`src/rtl/riscv_hazard_scoreboard.sv`:
```
// Scoreboard hazard unit between ID and EX: tracks in-flight register writes with fixed or variable latency.
// Optional stall-cycle performance counter enabled by defining RISCV_HAZ_PERF_EN.
module riscv_hazard_scoreboard #(
  parameter int NUM_SRC  = 2,
  parameter int LAT_W    = 3,
  parameter int NUM_REGS = 32
) (
  input  logic                   clk,
  input  logic                   rst_n,
  input  logic                   id_valid,
  input  logic [NUM_SRC*5-1:0]   id_rs_addr,
  input  logic [NUM_SRC-1:0]     id_rs_used,
  input  logic [4:0]             id_rd_addr,
  input  logic                   id_rd_wr,
  input  logic [LAT_W-1:0]       id_lat,
  input  logic                   wb_valid,
  input  logic [4:0]             wb_rd_addr,
  input  logic                   pipe_flush,
  output logic                   stall_if,
  output logic                   stall_id,
  output logic                   flush_ex,
  output logic [NUM_SRC-1:0]     hazard_rs,
  output logic                   sb_busy,
  output logic [31:0]            perf_stall_cnt
);

  localparam logic [LAT_W-1:0] LAT_MAX = '1;
  localparam logic [LAT_W-1:0] LAT_ONE = LAT_W'(1);

  // x0 is never tracked, so per-register state starts at index 1
  logic [LAT_W-1:0]    cnt [1:NUM_REGS-1];
  logic [NUM_REGS-1:1] lng;
  logic [31:0]         pend_all;
  logic [NUM_REGS-1:1] issue_hit;
  logic [NUM_REGS-1:1] wb_hit;
  logic [NUM_SRC-1:0]  raw;
  logic [4:0]          rs;
  logic                waw;
  logic                haz;
  logic                stall;
  logic                issue;

  always_comb begin
    pend_all = '0;
    for (int unsigned r = 1; r < NUM_REGS; r++) begin
      pend_all[r] = (cnt[r] != '0) | lng[r];
    end
  end

  always_comb begin
    raw = '0;
    rs  = '0;
    for (int unsigned k = 0; k < NUM_SRC; k++) begin
      rs     = id_rs_addr[5*k +: 5];
      raw[k] = id_valid & id_rs_used[k] & (rs != '0) & pend_all[rs];
    end
  end

  assign waw   = id_valid & id_rd_wr & (id_rd_addr != '0) & pend_all[id_rd_addr];
  assign haz   = (|raw) | waw;
  assign stall = haz & ~pipe_flush;
  assign issue = id_valid & ~haz & ~pipe_flush & id_rd_wr &
                 (id_rd_addr != '0) & (id_lat != '0);

  always_comb begin
    issue_hit = '0;
    wb_hit    = '0;
    for (int unsigned r = 1; r < NUM_REGS; r++) begin
      issue_hit[r] = issue & (id_rd_addr == 5'(r));
      wb_hit[r]    = wb_valid & (wb_rd_addr == 5'(r));
    end
  end

  // Issue outranks countdown/flush on cnt and outranks write-back on lng
  always_ff @(posedge clk or negedge rst_n) begin
    if (!rst_n) begin
      lng <= '0;
      for (int unsigned r = 1; r < NUM_REGS; r++) begin
        cnt[r] <= '0;
      end
    end else begin
      for (int unsigned r = 1; r < NUM_REGS; r++) begin
        if (issue_hit[r] && (id_lat != LAT_MAX)) begin
          cnt[r] <= id_lat;
        end else if (pipe_flush) begin
          cnt[r] <= '0;
        end else if (cnt[r] != '0) begin
          cnt[r] <= cnt[r] - LAT_ONE;
        end

        if (issue_hit[r] && (id_lat == LAT_MAX)) begin
          lng[r] <= 1'b1;
        end else if (wb_hit[r]) begin
          lng[r] <= 1'b0;
        end
      end
    end
  end

  assign stall_if  = stall;
  assign stall_id  = stall;
  assign flush_ex  = stall;
  assign hazard_rs = raw;
  assign sb_busy   = |pend_all;

`ifdef RISCV_HAZ_PERF_EN
  logic [31:0] perf_q;

  always_ff @(posedge clk or negedge rst_n) begin
    if (!rst_n) begin
      perf_q <= '0;
    end else if (stall) begin
      perf_q <= perf_q + 32'd1;
    end
  end

  assign perf_stall_cnt = perf_q;
`else
  assign perf_stall_cnt = 32'h0;
`endif

endmodule

```
`config.mk`:
```
export PLATFORM = sky130hd
export DESIGN_NAME = riscv_hazard_scoreboard
export DESIGN_NICKNAME = d
export VERILOG_FILES = /design/src/rtl/riscv_hazard_scoreboard.sv
export SDC_FILE = /design/constraint.sdc
export NUM_CORES = 1
export LEC_CHECK = 0
export CAP_MARGIN = 20
export CORE_UTILIZATION = 30
export DETAILED_ROUTE_END_ITERATION = 12
export MAX_ROUTING_LAYER = met4
export PLACE_DENSITY = 0.56
export SLEW_MARGIN = 20
export SYNTH_ARGS = -nofsm -noshare
export SYNTH_HDL_FRONTEND = slang
export SYNTH_SLANG_ARGS = --single-unit
```
`constraint.sdc`:
```
create_clock -name clk -period 3.5 [get_ports clk]
set_input_delay 0.7 -clock clk [delete_from_list [all_inputs] [get_ports clk]]
set_output_delay 0.7 -clock clk [all_outputs]
set_load 0.005 [all_outputs]
```
==> qor.csv <==
metric,value,unit
synth-async-reset-ratio,100.0,%
worstPathMaxFanout,2,
crit_path_max_incr_delay,460,ps
min_path_type,input pin to asynchronous set/reset pin,
track_usage,19.79,%
syn2layout_area_growth,38.80,%
cp.required,2800,ps
cts_tree,built,
fill_cells,2934,
synth_area,9284,µm²
yosysWarnings,0,
final_layout_size_suffix_gt1_share,32.21,%
avgRoutedWirePerCell,18.14,µm
synth_cell_types,73,
synthFlopType,dfrtp_1,
antenna_found_initial,0,
diodes,0,
seq_area_frac_synth,33.42,%
p_leak,5.693,nW
drv_cap,0,
fin_skew,12.10,ps
fp.dieW,177.9,µm
critPathBufInv,3,
rows,64,
violations,setup timing,
synth_xor_area_share,2.925,%
synth_common_cells,"124 x dfrtp_1, 123 x nor2_1, 112 x inv_1",
drt_iter0_markers,631,
ctsHoldBuffers,0,
htreeDepth,4,
synth-seq-cells,124,
routed_wl,29880,µm
power_density,814.1,nW/µm²
synth_edf_count,0,
dpl-instance-area,11580,µm²
synthMuxAreaShare,11.54,%
firstDrtPassIters,5,
synth_top_area_share,33.42,%
ant_nets,0,
cp-end-kind,primary output,
syn_avg_cell_area,8.944,µm²
rsz0062_at_grt,yes,
tightest_slew,684.9,ps
drc,0,
die_y,177.9,µm
r2r-start,cnt[0],
fin_crit,3919,ps
ys_top_cells_by_area,"dfrtp_1 33%, ha_1 8.4%, mux2_1 6.4%",
arrival,3220,ps
synth_top_area_cell,dfrtp_1,
synth_compound_gate_area_share,13.21,%
start_util,30.43,%
gp_congestion,0.9631,
cts-buffers-inserted,17,
clk_root_buffer_cell,clkbuf_16,
vias_per_cell,5.077,
cp_slowest_cell,mux4_2,
fin_tns_setup,-1862,ps
finalCoreUtilization,42.24,%
grt_max_degree,62,
synth_fa_ha_area_share,8.356,%
cts_sinks,124,
core-area,30510,µm²
relSlewSlack,54.23,%
grt_pass1_vias,8291,
final_area,12890,µm²
r2r_cells,16,
dieArea,31650,µm²
clk_latency,430,ps
rrSetupSlack,-50,ps
path_class,flop to primary output,
clk_pin_slew,60,ps
r2r_end,cnt[7],
top_layer,met4,
num_vias,8362,
fin_crit_sh,112.0,%
status,"finished, violations left",
grt-ovfl-total,0,
path_cells,"inv_1, ha_2, ha_4, nor2b_4, mux4_2, mux4_2, or3_4, and4_4, a21oi_4, buf_6, buf_6",
syn_inst,1038,
dp_hpwl,21940,µm
crit_cells,11,
setup_violations,18,
grt_pass1_wl,46090,µm
met1Wirelength,13610,µm
finalHoldViolations,0,
clock.fmax,255.2,MHz
synth_top_family_by_area,simple AND/OR/NAND/NOR gates,
portBuffers,36,
wl_met3,1546,µm
ir_drop,0.4053,mV
fin_nets,1331,
cts.path.max_buffers,2,
postLayoutSetupSlackWorst,-418.8,ps
start_kind,flop,
slew_violations,0,
yosys.area_share.simple,20.78,%
pin_count,69,
synthMostInstantiatedCell,dfrtp_1,
cp_top_family,multiplexers,
met2_wirelength,14070,µm
[through the flow]
step | cells | hold slack, ps | worst slack [ps] | power [W]
floorplan | 1069 | 404.4 | -72.71 | 0.005980
global placement | 1603 | 486.6 | -901.4 | 0.007870
detailed placement | 1603 | 490.1 | -892.5 | 0.008013
CTS | 1639 | 281.6 | -466.3 | 0.009956
global route | 1647 | 301.9 | -504.8 | 0.01139
finish | 1647 | 269.4 | -418.8 | 0.01049
[cell type report]
cell class / instances / area (µm²) / area share, %
multi-input cells: 746 / 6197 / 48.09
inverters: 112 / 420.4 / 3.262
clock inverters: 14 / 137.6 / 1.068
repair buffers: 237 / 2093 / 16.24
well taps: 396 / 495.5 / 3.845
flip-flops and latches: 124 / 3103 / 24.08
clock buffers: 18 / 439.2 / 3.408
[routing by layer]
layer	track usage, %	up-vias
met2	31.50	226
met4	6.303	0
met1	25.36	4122
met5	-	-
met3	3.492	43
li1	-	3971
[placed cells by master (no fill, tap or decap), drive strengths merged, types with 16 or more instances in the layout]
| cell type | synthesis | layout |
|---|---|---|
| buf | 56 | 204 |
| dfrtp | 124 | 124 |
| nor2 | 123 | 123 |
| inv | 112 | 116 |
| o21ai | 72 | 72 |
| ha | 62 | 62 |
| mux2 | 56 | 56 |
| a21oi | 54 | 54 |
| nand2 | 42 | 42 |
| nor2b | 39 | 39 |
| conb | 1 | 32 |
| xor2 | 31 | 31 |
| nor4 | 27 | 27 |
| clkdlybuf4s50 | 0 | 25 |
| nand3 | 22 | 22 |
| clkbuf | 31 | 22 |
| nor3 | 21 | 21 |
| mux4 | 16 | 16 |
[cells by family (layout without fill, tap and decap cells)]
kind of cell    Yosys count  count (layout)
simple gates            346             346
buf+inv                 199             381
compound gates          195             195
flops                   124             124
mux                      80              80
fa+ha+maj                62              62
xor+xnor                 31              31
other cells               1              32
[flip-flops by register name, indices dropped and copies added, names as in the netlist]
name / flops
cnt: 93
lng: 31
[repair_timing]
item / 4_1_cts / 5_1_grt
gates resized for setup: 48 / 93
endpoints found under the setup margin: 9 / 55
cloned: 0 / 4
setup buffers: 4 / 20
pin swaps: 10 / 23
[where the power goes]
| group | switching (W) | total (W) | internal (W) | leakage (nW) |
|---|---|---|---|---|
| clock network | 0.000729 | 0.00174 | 0.00101 | 0.271 |
| registers | 0.000216 | 0.00213 | 0.00191 | 1.64 |
| logic | 0.00312 | 0.00663 | 0.00350 | 3.78 |
| total | 0.00407 | 0.0105 | 0.00642 | 5.69 |
[how the worst max path moves through the flow]
stage / start / end / slack, ps
after detailed placement: id_rs_addr[7] / flush_ex / -890
after global routing: cnt[9] / stall_id / -500
final: cnt[0] / flush_ex / -420
after global placement: id_rs_addr[7] / flush_ex / -900
after CTS: cnt[10] / flush_ex / -470
after floorplan: cnt[9] / stall_id / -70
No activity file was read; power rests on OpenSTA's default activity.
